## config.mk

```make
export PLATFORM = sky130hd
export DESIGN_NAME = prio_arb_ctrl
export DESIGN_NICKNAME = d
export VERILOG_FILES = /design/src/rtl/prio_arb_ctrl.sv
export SDC_FILE = /design/constraint.sdc
export NUM_CORES = 1
export LEC_CHECK = 0
export BUFFER_PORTS_ARGS = -buffer_cell sky130_fd_sc_hd__buf_2
export CAP_MARGIN = 20
export CORE_MARGIN = 2
export CORE_UTILIZATION = 50
export CTS_CLUSTER_DIAMETER = 120
export CTS_CLUSTER_SIZE = 28
export DETAILED_ROUTE_END_ITERATION = 6
export PLACE_DENSITY = 0.76
export SLEW_MARGIN = 20
export SYNTH_ARGS = -nofsm -noshare
export SYNTH_HDL_FRONTEND = slang
export SYNTH_SLANG_ARGS = --single-unit
```

## constraint.sdc

```tcl
create_clock -name clk -period 2.2 [get_ports clk]
set_input_delay 0.44 -clock clk [delete_from_list [all_inputs] [get_ports clk]]
set_output_delay 0.44 -clock clk [all_outputs]
set_load 0.02 [all_outputs]
```

## src/rtl/prio_arb_ctrl.sv

```systemverilog
// Four-requester arbiter with registered one-hot grant, hold limit and release gap.
// Define PRIO_ARB_RR_EN for round-robin arbitration; otherwise fixed priority (bit 3 highest).
module prio_arb_ctrl #(
    parameter int MAX_HOLD = 8
) (
    input  logic       clk,
    input  logic       rst,
    input  logic [3:0] req,
    input  logic [3:0] done,
    output logic [3:0] gnt,
    output logic [1:0] gnt_id,
    output logic       gnt_valid,
    output logic       timeout
);

    localparam int CW = $clog2(MAX_HOLD + 1);

    localparam logic [1:0] ST_IDLE  = 2'd0;
    localparam logic [1:0] ST_GRANT = 2'd1;
    localparam logic [1:0] ST_GAP   = 2'd2;

    logic [1:0]    state_reg, state_next;
    logic [3:0]    gnt_reg, gnt_next;
    logic [1:0]    gnt_id_reg, gnt_id_next;
    logic          gnt_valid_reg, gnt_valid_next;
    logic          timeout_reg, timeout_next;
    logic [CW-1:0] hold_cnt_reg, hold_cnt_next;

    logic [1:0]    base_id;
    logic [3:0]    rot_req;
    logic [1:0]    win_ofs;
    logic [1:0]    win_id;
    logic [3:0]    win_onehot;
    logic          owner_done;
    logic          owner_req;
    logic          at_limit;

`ifdef PRIO_ARB_RR_EN
    logic [1:0]    last_id_reg, last_id_next;
    assign base_id = last_id_reg;
`else
    assign base_id = 2'd0;
`endif

    // Rotate requests so the highest set bit of rot_req is always the preferred winner;
    // with base_id = last owner this yields search order last-1, last-2, last-3, last.
    genvar gi;
    generate
        for (gi = 0; gi < 4; gi++) begin : g_rot
            assign rot_req[gi]    = req[2'(base_id + 2'(gi))];
            assign win_onehot[gi] = (win_id == 2'(gi));
        end
    endgenerate

    always_comb begin
        win_ofs = 2'd0;
        for (int j = 0; j < 4; j++) begin
            if (rot_req[j]) begin
                win_ofs = 2'(j);
            end
        end
    end

    assign win_id     = base_id + win_ofs;
    assign owner_done = done[gnt_id_reg];
    assign owner_req  = req[gnt_id_reg];
    assign at_limit   = (hold_cnt_reg == CW'(MAX_HOLD));

    always_comb begin
        state_next     = state_reg;
        gnt_next       = gnt_reg;
        gnt_id_next    = gnt_id_reg;
        gnt_valid_next = gnt_valid_reg;
        timeout_next   = 1'b0;
        hold_cnt_next  = hold_cnt_reg;
`ifdef PRIO_ARB_RR_EN
        last_id_next   = last_id_reg;
`endif
        case (state_reg)
            ST_IDLE: begin
                if (|req) begin
                    state_next     = ST_GRANT;
                    gnt_next       = win_onehot;
                    gnt_id_next    = win_id;
                    gnt_valid_next = 1'b1;
                    hold_cnt_next  = CW'(1);
`ifdef PRIO_ARB_RR_EN
                    last_id_next   = win_id;
`endif
                end
            end
            ST_GRANT: begin
                if (owner_done || !owner_req || at_limit) begin
                    state_next     = ST_GAP;
                    gnt_next       = 4'b0000;
                    gnt_id_next    = 2'd0;
                    gnt_valid_next = 1'b0;
                    hold_cnt_next  = '0;
                    // A voluntary release on the same edge masks the forced one.
                    timeout_next   = at_limit && !owner_done && owner_req;
                end else begin
                    hold_cnt_next  = hold_cnt_reg + CW'(1);
                end
            end
            ST_GAP: begin
                state_next = ST_IDLE;
            end
            default: begin
                state_next     = ST_IDLE;
                gnt_next       = 4'b0000;
                gnt_id_next    = 2'd0;
                gnt_valid_next = 1'b0;
                hold_cnt_next  = '0;
            end
        endcase
    end

    always_ff @(posedge clk) begin
        if (rst) begin
            state_reg     <= ST_IDLE;
            gnt_reg       <= 4'b0000;
            gnt_id_reg    <= 2'd0;
            gnt_valid_reg <= 1'b0;
            timeout_reg   <= 1'b0;
            hold_cnt_reg  <= '0;
`ifdef PRIO_ARB_RR_EN
            last_id_reg   <= 2'd0;
`endif
        end else begin
            state_reg     <= state_next;
            gnt_reg       <= gnt_next;
            gnt_id_reg    <= gnt_id_next;
            gnt_valid_reg <= gnt_valid_next;
            timeout_reg   <= timeout_next;
            hold_cnt_reg  <= hold_cnt_next;
`ifdef PRIO_ARB_RR_EN
            last_id_reg   <= last_id_next;
`endif
        end
    end

    assign gnt       = gnt_reg;
    assign gnt_id    = gnt_id_reg;
    assign gnt_valid = gnt_valid_reg;
    assign timeout   = timeout_reg;

endmodule

```

==> After elaboration in Yosys (flattened, before gate mapping) <==
Cells that the tools add are included.
{ "totals": {"mem_bits_ro": 0, "inputBits": 10, "mem_count": 0, "mem_bits_rw": 0, "reg_bits": 14, "wordCells": 54, "latch_bits": 0, "output_inout_bits": 8} }
{ "classes": {"n_reduce_logical": 13, "n_shift": 0, "mux": 22, "n_div": 0, "eq_ne": 8, "bitwise": 3, "addsub": 1, "n_mul": 0, "order_cmp": 1} }
{ "op_table": {"columns": ["cell", "n"], "rows": [
  ["$pmux 4 s3", 2],
  ["$mux 4", 4],
  ["$mux 2", 6],
  ["$eq 2x2->1 const B", 3],
  ["$pmux 2 s3", 1],
  ["$mux 1", 5],
  ["$add 4x1->4 const B", 1],
  ["$bmux 1 s2", 2],
  ["$eq 2x1->1 const B", 2],
  ["$eq 4x4->1 const B", 1],
  ["$logic_not 2->1", 2],
  ["$ne 2x2->1 const B", 2],
  ["$pmux 2 s2", 1],
  ["$reduce_and 2->1", 2],
  ["$reduce_or 4->1", 1],
  ["$lt 2x3->1 const B", 1],
  ["$not 1->1", 3],
  ["$pmux 1 s3", 1],
  ["$reduce_and 3->1", 1],
  ["$reduce_or 3->1", 1],
  ["$logic_and 1x1->1", 2],
  ["$logic_not 1->1", 2],
  ["$logic_or 1x1->1", 2]
]} }

==> Depth between registers and ports, before layout <==
{ "depth": {"depth_word": 7, "depth_mapped": 6, "ltp_nobuf": 6} }

==> Least setup slack after synthesis <==
Ideal clock, no wire load.
{ "synth_path": {"kind": "input to register", "startpoint": "in req[3]", "endpoint": "reg hold_cnt_reg[2]", "arrival_time_ps": 1531, "required_time_ps": 2078, "path_slack_ps": 547, "stages": 4, "path_cell_list": "nor2b_1 -> mux4_2 -> and4b_1 -> a221o_1"} }
{ "synth_via": {"elab_chain_len": 7, "elab_cells_between_ends": 10} }
{ "synth_rtl": {"columns": ["element", "line", "source"], "rows": [
  ["from (decl)", "8", "input logic [3:0] req,"],
  ["$bmux 1 s2", "66", "assign owner_req = req[gnt_id_reg];"],
  ["$mux 1 (implied by the code)", "66", null],
  ["$logic_not 1->1", "93", "if (owner_done || !owner_req || at_limit) begin"],
  ["$logic_or 1x1->1 (2 in series)", "93", null],
  ["$mux 4", "93", null],
  ["$pmux 4 s3", "79", "case (state_reg)"],
  ["to (signal assigned)", "135", "hold_cnt_reg <= hold_cnt_next;"],
  ["to (decl)", "27", "logic [CW-1:0] hold_cnt_reg, hold_cnt_next;"]
]} }
Several ways; a longest one is shown, not always the timed one. The select of a mux whose other input is x is not followed.
A chain may end at the register's enable or synchronous reset.

==> Final worst setup path <==
{ "layout_path": {"startpoint": "reg gnt_id_reg[1], in the netlist gnt_id[1]", "endpoint": "reg hold_cnt_reg[2]"} }
{ "layout_via": {"elab_chain_len": 7, "elab_cells_between_ends": 9} }
{ "layout_rtl": {"columns": ["element", "line", "source"], "rows": [
  ["from (decl)", "24", "logic [1:0] gnt_id_reg, gnt_id_next;"],
  ["from (signal assigned)", "132", "gnt_id_reg <= gnt_id_next;"],
  ["$bmux 1 s2", "66", null],
  ["$mux 1 (implied by the code)", "66", null],
  ["$logic_not 1->1", "93", null],
  ["$logic_or 1x1->1 (*) (2 in series)", "93", null],
  ["$mux 4 (*)", "93", null],
  ["$pmux 4 s3 (*)", "79", null]
]} }
Mark *: on every way between the ends. The rest lies on a longest branch, timed or not. The select of a mux whose other input is x is not followed.

==> metrics <==
Warnings, synthesis=0; final setup vio count=0; Longest Clk Path Bufs=2; final setup TNS=0 ns; Net Switching=0.177 mW; share of cells above drive strength 1=23.3%; Final WS setup=0.621 ns; Multi-input gate area=417 sq um; Worst-Margin Slew=0.445 ns; Final GP Congestion=0.805; # IOs=18; Netlist cell types=30; # hold bufs at CTS=0; Int Pwr=0.422 mW; crit path cell chain=mux4_2 > and4b_1 > a221o_1; WL/cell=13.9 um; Crit path max-delay family=multiplexers; sequential fraction of the synthesis area=38.8%; via count=698; unrepaired setup endpoints after global routing=no; most common cell after layout, fill and taps aside=buf_2; drt first pass iters=4; Worst IR Drop VDD=0.000463 V; Max Clk Rate=0.633 GHz; initial antenna violation count=0; Max-Cap Viols=0; Clock Power Share=31.0%; max_slew headroom=70.2%; CP max stage delay=0.60 ns; post-CTS setup buffers=0; endpoints failing hold=0; CP required=2.38 ns; Comb pwr share=20.5%; kind of critical path=reg2reg; Final #Nets=116; Vias/cell=5.92; CTS sink cnt=14; post-layout util=64.7%; Layout Skew=0.00448 ns; CTS tree=done; HPWL after detailed placement=1.21 mm; root buf cell=clkbuf_4; commonest cells after routing, fill and taps aside=17 x buf_2, 14 x dfxtp_1, 8 x nor2b_1; DRC=0; pwr dens=694 nW/um^2; H-tree depth=1; switching share of power=29.5%; largest net degree at the start of global routing=12; DIE AREA=1770 sq um; Net Count, Synth=95; Crit path arrival time=1.76 ns; post-route minimum period=1.58 ns; Worst-Skew Late Latency=0.29 ns; Synth Cell Area=723 sq um; # resized after CTS=0; remaining antenna violation count=0; DP Worst Slack=0.343 ns; clock-pin slew on the worst setup and hold paths=0.08 ns; R2R Setup Slk=0.62 ns; first-pass GRT wire length=2.68 mm; max-slew violation count=0; Inserted Diodes=0; worst path bufs/invs=0; Critical Path Sink Type=flip-flop; initial DRC count=15; status=complete, no violations; Pleak=0.364 nW; Initial Utilization=54.2%; CP Launch Type=flip-flop; Core Footprint=1330 sq um; sequential power share=48.5%; Yosys reg bits=14; Filler Cells Inserted=113; P&R area growth vs syn=19.4%; Cell Rows=13; vias in the first global route=614; GRT Residual Overflow=0; Cells after Synth=83; Slowest cell on crit path=mux4_2; IO buf count=17; CTS buffer count=3; Reg area=280 sq um; Hold WC Path Type=in2reg; die height=42.0 um; WL final=1.64 mm; period utilization=71.8%; Die Width=42.0 um; Max FO, Critical Path=8; All-Layer GR Usage=20.2%; Mapped Avg Cell Area=8.71 sq um
[Yosys cell counts, drive strengths merged]
cell type | instances | area share (%)
a21o | 1 | 1.0
a21oi | 5 | 3.5
a221o | 1 | 1.4
a22o | 3 | 3.6
a311o | 1 | 1.4
a311oi | 3 | 3.6
a31oi | 3 | 2.6
and3b | 1 | 1.2
and4b | 1 | 1.4
clkbuf | 2 | 1.0
dfxtp | 14 | 39
ha | 2 | 3.5
inv | 5 | 2.6
mux4 | 1 | 3.1
nand2 | 4 | 2.1
nand2b | 1 | 0.87
nand3 | 4 | 2.8
nand3b | 2 | 2.1
nand4 | 1 | 0.87
nand4b | 1 | 1.2
nor2 | 7 | 3.6
nor2b | 9 | 8.8
nor3 | 1 | 0.69
nor3b | 1 | 1.0
nor4 | 1 | 0.87
nor4b | 1 | 1.2
o211ai | 1 | 1.0
o21ai | 6 | 4.2
[path summary, 6_finish.rpt]
kind	start	endpoint	cells after the start
worst min-delay path	rst	state_reg[0]	2
worst min register to register	gnt[2]	gnt[2]	3
worst max-delay path	gnt_id[1]	hold_cnt_reg[2]	3
worst max register to register	gnt_id[1]	hold_cnt_reg[2]	3
[final cells by class]
type	instances	share of cell area [%]
Multi-Input combinational cell	62	48.3
Clock buffer	4	4.20
Timing Repair Buffer	18	10.7
Tap cell	15	2.17
Sequential cell	14	32.5
Inverter	5	2.17
[power groups by stage]
stage | logic (mW) | clock network [mW] | registers, mW
finish | 0.123 | 0.186 | 0.290
global route | 0.135 | 0.203 | 0.293
CTS | 0.122 | 0.191 | 0.290
detailed placement | 0.122 | 0 | 0.296
global placement | 0.120 | 0 | 0.295
floorplan | 0.0756 | 0 | 0.301
[logic make-up after synthesis]
group                      synth area share, %
and+or+nand+nor                           28.7
AOI/OAI and AO/OA                         22.3
DFF                                       38.8
buffers and inverters                     3.63
adders and majority gates                 3.46
muxes                                     3.11
[through the flow]
stage | area (sq um) | cells | power [mW] | hold WS (ns)
floorplan | 723 | 83 | 0.377 | 0.491
global placement | 827 | 114 | 0.415 | 0.511
detailed placement | 827 | 114 | 0.417 | 0.515
CTS | 863 | 118 | 0.603 | 0.461
global route | 863 | 118 | 0.632 | 0.459
finish | 863 | 118 | 0.599 | 0.476
[metal layers]
metal / GRT usage [%] / up-vias / wire length (um)
li1: - / 350 / -
met1: 26.3 / 316 / 767
met2: 30.0 / 28 / 732
met3: 7.76 / 4 / 110
met4: 8.13 / 0 / 28
met5: 0 / - / 0
No activity file was read; power rests on OpenSTA's default activity.
